<file path="config.mk">
export PLATFORM = sky130hd
export DESIGN_NAME = mux8_serializer
export DESIGN_NICKNAME = d
export VERILOG_FILES = /design/src/rtl/mux8_serializer_pkg.sv /design/src/rtl/mux8_serializer_mux8x1.sv /design/src/rtl/mux8_serializer.sv
export SDC_FILE = /design/constraint.sdc
export NUM_CORES = 1
export LEC_CHECK = 0
export ABC_AREA = 1
export ABC_CLOCK_PERIOD_IN_PS = 2500
export CORE_MARGIN = 2
export CORE_UTILIZATION = 50
export CTS_BUF_LIST = sky130_fd_sc_hd__clkbuf_4 sky130_fd_sc_hd__clkbuf_8 sky130_fd_sc_hd__clkbuf_16
export CTS_CLUSTER_DIAMETER = 40
export CTS_CLUSTER_SIZE = 10
export DETAILED_ROUTE_END_ITERATION = 10
export PLACE_DENSITY_LB_ADDON = 0.1
export SLEW_MARGIN = 20
export SYNTH_ARGS = -nofsm -noshare
export SYNTH_HDL_FRONTEND = slang
export SYNTH_SLANG_ARGS = --single-unit
export TNS_END_PERCENT = 30
</file>
<file path="constraint.sdc">
create_clock -name i_clk -period 2.5 [get_ports i_clk]
set_input_delay 0.75 -clock i_clk [delete_from_list [all_inputs] [get_ports i_clk]]
set_output_delay 0.75 -clock i_clk [all_outputs]
set_load 0.01 [all_outputs]
</file>
<file path="src/rtl/mux8_serializer_pkg.sv">
// ---------------------------------------------------------------------------
// mux8_serializer_pkg
//   Shared types and constants for the 8-bit parallel-to-serial front end
//   that drives the 8:1 multiplexer.
//   - state_t     : serializer FSM encoding (IDLE / SHIFT)
//   - WORD_W/SEL_W: word width and select-counter width
//   - sel_start / sel_end : first and last select value for a bit order
// ---------------------------------------------------------------------------
package mux8_serializer_pkg;

   localparam int WORD_W = 8;
   localparam int SEL_W  = 3;

   typedef enum logic {
      ST_IDLE  = 1'b0,
      ST_SHIFT = 1'b1
   } state_t;

   // First select value of a word: bit 0 for LSB-first, bit 7 otherwise.
   function automatic logic [SEL_W-1:0] sel_start(input bit lsb_first);
      return lsb_first ? SEL_W'(0) : SEL_W'(WORD_W - 1);
   endfunction

   // Last select value of a word.
   function automatic logic [SEL_W-1:0] sel_end(input bit lsb_first);
      return lsb_first ? SEL_W'(WORD_W - 1) : SEL_W'(0);
   endfunction

endpackage

</file>
<file path="src/rtl/mux8_serializer_mux8x1.sv">
// ---------------------------------------------------------------------------
// mux8x1
//   Existing 8:1 data-flow multiplexer, used as-is.
//   i : 8 data inputs
//   s : 3-bit select
//   y : selected bit, y = i[s]
// ---------------------------------------------------------------------------
module mux8x1 (
   input  logic [7:0] i,
   input  logic [2:0] s,
   output logic       y
);

   assign y = i[s];

endmodule

</file>
<file path="src/rtl/mux8_serializer.sv">
// ---------------------------------------------------------------------------
// mux8_serializer
//   Accepts one 8-bit word per valid/ready handshake, holds it, and walks a
//   3-bit select counter across the eight bit positions of the 8:1 mux,
//   producing one bit per cycle on a valid/ready serial stream with
//   first/last markers. A word arriving on the last-bit edge is loaded
//   directly, so back-to-back words stream with no gap.
//
//   Parameters
//     LSB_FIRST  : 1 -> bit order 0..7, 0 -> bit order 7..0
//     IDLE_LEVEL : level driven on o_ser_out while no word is shifting
//
//   Ports
//     i_clk        rising-edge clock
//     i_rst_n      asynchronous active-low reset
//     i_in_data    parallel word
//     i_in_valid   i_in_data valid
//     o_in_ready   word accepted this cycle (combinational from i_ser_ready)
//     o_sel        current select counter value
//     o_ser_out    serial bit = held_word[sel], IDLE_LEVEL when idle
//     o_ser_valid  o_ser_out valid
//     o_ser_first  current bit is the first of the word
//     o_ser_last   current bit is the last of the word
//     i_ser_ready  downstream consumes o_ser_out this cycle
// ---------------------------------------------------------------------------
module mux8_serializer
   import mux8_serializer_pkg::*;
#(
   parameter bit LSB_FIRST  = 1'b1,
   parameter bit IDLE_LEVEL = 1'b0
) (
   input  logic              i_clk,
   input  logic              i_rst_n,
   input  logic [WORD_W-1:0] i_in_data,
   input  logic              i_in_valid,
   output logic              o_in_ready,
   output logic [SEL_W-1:0]  o_sel,
   output logic              o_ser_out,
   output logic              o_ser_valid,
   output logic              o_ser_first,
   output logic              o_ser_last,
   input  logic              i_ser_ready
);

   localparam logic [SEL_W-1:0] SEL_START = sel_start(LSB_FIRST);
   localparam logic [SEL_W-1:0] SEL_END   = sel_end(LSB_FIRST);

   state_t              r_state;
   logic [WORD_W-1:0]   r_held;
   logic [SEL_W-1:0]    r_sel;

   state_t              w_state_nxt;
   logic [WORD_W-1:0]   w_held_nxt;
   logic [SEL_W-1:0]    w_sel_nxt;
   logic                w_in_ready;
   logic                w_ser_valid;
   logic                w_ser_first;
   logic                w_ser_last;
   logic                w_raw_bit;

   always_ff @(posedge i_clk or negedge i_rst_n) begin
      if (!i_rst_n) begin
         r_state <= ST_IDLE;
         r_held  <= '0;
         r_sel   <= SEL_START;
      end else begin
         r_state <= w_state_nxt;
         r_held  <= w_held_nxt;
         r_sel   <= w_sel_nxt;
      end
   end

   always_comb begin
      w_state_nxt = r_state;
      w_held_nxt  = r_held;
      w_sel_nxt   = r_sel;
      w_in_ready  = 1'b0;
      w_ser_valid = 1'b0;
      w_ser_first = 1'b0;
      w_ser_last  = 1'b0;
      case (r_state)
         ST_IDLE: begin
            w_in_ready = 1'b1;
            if (i_in_valid) begin
               w_held_nxt  = i_in_data;
               w_sel_nxt   = SEL_START;
               w_state_nxt = ST_SHIFT;
            end
         end
         ST_SHIFT: begin
            w_ser_valid = 1'b1;
            w_ser_first = (r_sel == SEL_START);
            w_ser_last  = (r_sel == SEL_END);
            if (i_ser_ready) begin
               if (w_ser_last) begin
                  // Word end: a waiting word reloads in place (no gap cycle).
                  w_in_ready = 1'b1;
                  if (i_in_valid) begin
                     w_held_nxt = i_in_data;
                     w_sel_nxt  = SEL_START;
                  end else begin
                     w_state_nxt = ST_IDLE;
                  end
               end else begin
                  w_sel_nxt = LSB_FIRST ? r_sel + SEL_W'(1) : r_sel - SEL_W'(1);
               end
            end
         end
         default: w_state_nxt = ST_IDLE;
      endcase
   end

   mux8x1 u_mux (
      .i (r_held),
      .s (r_sel),
      .y (w_raw_bit)
   );

   // IDLE state would otherwise advertise ready during reset.
   assign o_in_ready  = w_in_ready & i_rst_n;
   assign o_sel       = r_sel;
   assign o_ser_out   = (r_state == ST_SHIFT) ? w_raw_bit : IDLE_LEVEL;
   assign o_ser_valid = w_ser_valid;
   assign o_ser_first = w_ser_first;
   assign o_ser_last  = w_ser_last;

endmodule

</file>
==> metrics.md <==
| Metric | Value |
|---|---|
| Worst EP required | 1.75 ns |
| R2R depth | 7 |
| Slowest stage delay, CP | ~0.52 ns |
| Part of the Yosys area used for sequential elements | just under 40% |
| Slew Limit Fails | 0 |
| Antenna Cells | 0 |
| Yosys top cell area share | 39.5% |
| Min setup slack post-route | about 0.045 ns |
| Layout Cells excl Fill | around 140 |
| Root buffer cell | clkbuf_4 |
| HPWL after DPL | between 1 and 1.5 mm |
| First-pass GRT wire length | roughly 2.6 mm |
| Library cells used by synthesis | 15 |
| Adder and majority cell fraction of the synthesized area | between 6 and 7% |
| DP Cell Count | 137 |
| Slowest cell on crit path | clkdlybuf4s50_1 |
| Avg Cell Area, Syn | between 7 and 8 µm² |
| Share of cells above drive strength 1 | 21.6% |
| Detailed Route WL | around 1.5 mm |
| Post-placement cell area | around 980 µm² |
| Least-Margin Pin Slew | around 0.27 ns |
| Final #Nets | 142 |
| Largest family of logic cells by synthesized area | simple AND/OR/NAND/NOR gates |
| Beginning of the critical path | o_sel[1]$_DFFE_PN0P_ |
| Clock buffer depth | 2 |
| Startpoint types | register |
| GRT Util Overall | around a fifth |
| Warnings from Yosys | 0 |
| Die span in y | 43.0 µm |
| Row count | 14 |
| VDD IR max | about 0.53 mV |
| Core box area | 0.00147 mm² |
| DR WL/cell | around 10 µm |
| Period utilisation layout | between 90% and 100% |
| Netlist Area Pre-Place | around 760 µm² |
| CP endpoint kind | primary output |
| Clock slew at reported path FFs | about 0.08 ns |
| Max-cap viol count | 0 |
| Mux share of post-synthesis cell area | 0% |
| Final Hold Viols | 0 |
| RSZ-0062 raised after global routing | true |
| Synth Register Bits | 12 |
| CP cell instances | ha_2, ha_2, nand2_1, inv_1, clkdlybuf4s50_1 |
| Status | finished, final reports clean |
| WS Path Type | reg -> out |
| Post-synthesis xor/xnor area fraction | 0% |
| Mapped Cells | between 90 and 100 |
| Die Width | 43.0 µm |
| Worst hold path type | reg -> reg |
| Via Count | between 600 and 700 |
| Placer Congestion | slightly below 0.8 |
| Port Buf Inserts | 19 |
| Vias in the first global route | approximately 620 |
| Starting DRT DRC Count | 15 |
| R2r setup slk | between 1 and 1.5 ns |
| Place WS | -0.223 ns |
| Clk_skew | slightly below 0.004 ns |
| H-tree levels | 1 |
| Clk sinks | 12 |
| Net Count, Synth | roughly 120 |
| PD cells | ~940 mW/mm² |
| Post-CTS setup buffer count | 0 |
| Peak Freq | 407 MHz |
| TritonRoute pass-1 iters | 4 |
| Clock period minus worst slack | between 2 and 2.5 ns |
| Initial antenna violation count | 0 |
| GRT overflow | 0 |
| Total die area | roughly 0.0018 mm² |
| Clk_lat worst skew | between 0.2 and 0.3 ns |
| Leakage | 0.579 nW |
| Area leader, netlist | dfrtp_1 |
| Area growth from synthesis to layout | 35.2% |
| Slew HR | between 80 and 90% |
| Setup-failing EPs final | 0 |
| Via/cell ratio | ~4.7 |
| WP data arrival | ~1.7 ns |
| Most common cell after layout, fill and taps aside | nand2_1 |
| Simple-gate share of the synthesized area | between 20% and 30% |
| Critical Path Sink | o_ser_last |
| RR Startpoint | o_sel[0]$_DFFE_PN0P_ |
| Initial core utilization | between 50% and 60% |
| Compound-Gate Fraction of Synth Area | about an eighth |
| Min Hold Slack | 0.491 ns |
| Pwr Total | slightly below 1 mW |
| Worst reg2reg endpoint | r_held[3]$_DFFE_PN0P_ |
| Crit path top cell by count | ha_2 |
| Largest net degree at the start of global routing | 17 |
| Most frequent cells in the layout | nand2_1, inv_1, clkdlybuf4s50_1 |
| Max FO, Critical Path | 6 |
| Final ANT Viol Nets | 0 |
| CTS tree | built |
| Design Area, Final | around 0.0010 mm² |
| TritonCTS buffer count | 3 |
| Top area cells in the synthesized netlist | dfrtp_1, nand2_1, inv_1 |
| Remaining DRCs | 0 |
| IO Pins | 20 |
## per-stage QoR
step           TNS (ns)  util (%)
2_1_floorplan         0         -
3_3_place_gp     -0.216      66.7
3_5_place_dp     -0.223      66.7
4_1_cts               0      69.4
5_1_grt         -0.0837      69.9
6_report              0      69.9
## worst max-delay path: cells and delay by family, from the launching register on
| kind | cells | cell delay, ns |
|---|---|---|
| DFF | 1 | 0.42 |
| and+or+nand+nor | 1 | 0.05 |
| buffers and inverters | 2 | 0.57 |
| adders and majority gates | 2 | 0.39 |
## what timing repair did
action,4_1_cts,5_1_grt
pin swaps,0,0
hold buffers,0,0
gates resized for setup,5,3
setup endpoints to repair,3,4
## worst min-delay path by stage
stage                                     start                    end  slack (ns)  depth (start not counted)
after floorplan                         i_rst_n   o_sel[0]$_DFFE_PN0P_        0.45                          0
after global placement    r_held[1]$_DFFE_PN0P_  r_held[1]$_DFFE_PN0P_        0.47                          2
after detailed placement  r_held[3]$_DFFE_PN0P_  r_held[3]$_DFFE_PN0P_        0.47                          2
after CTS                 r_held[3]$_DFFE_PN0P_  r_held[3]$_DFFE_PN0P_        0.49                          2
after global routing      r_held[7]$_DFFE_PN0P_  r_held[7]$_DFFE_PN0P_        0.53                          2
final                     r_held[3]$_DFFE_PN0P_  r_held[3]$_DFFE_PN0P_        0.49                          2
## flip-flops by register name, indices dropped and copies added (netlist names)
name and count:
r_state 1, r_held 8, o_sel 3
## routing by layer
metal,vias to the layer above,track usage (%),part of all wire [%]
li1,346,-,-
met1,296,24.4,45
met5,-,0,0
met3,0,5.96,5.3
met2,18,29.4,49
met4,0,6.06,0
## kinds of logic (layout without fill, tap and decap cells)
group | count (synthesis) | after routing
AOI/OAI and AO/OA | 12 | 12
buffers and inverters | 27 | 53
DFF | 12 | 12
adders and majority gates | 4 | 4
and+or+nand+nor | 44 | 44
## layout make-up
class                      instances  area, µm²
fill                             126        443
timing repair buffer              23        224
multi-input combinational         60        348
clock buffer                       4       36.3
inverter                          26       97.6
sequential                        12        303
tap                               16       20.0
## synth_stat cells
cell     count
a21oi_1      1
buf_12       1
dfrtp_1     12
ha_1         4
inv_1       25
inv_2        1
nand2_1     28
nand2_2      4
nand3_1      8
nand3_4      1
nor2_1       2
nor3b_1      1
o21ai_0      1
o21ai_1      2
o21ai_2      8
## power by group
part	internal (mW)	switching, mW	leakage (nW)
clock network	0.0884	0.0660	0.0210
logic	0.231	0.227	0.409
registers	0.279	0.0735	0.149
total	0.598	0.366	0.579
(Power assumes the default switching activity.)
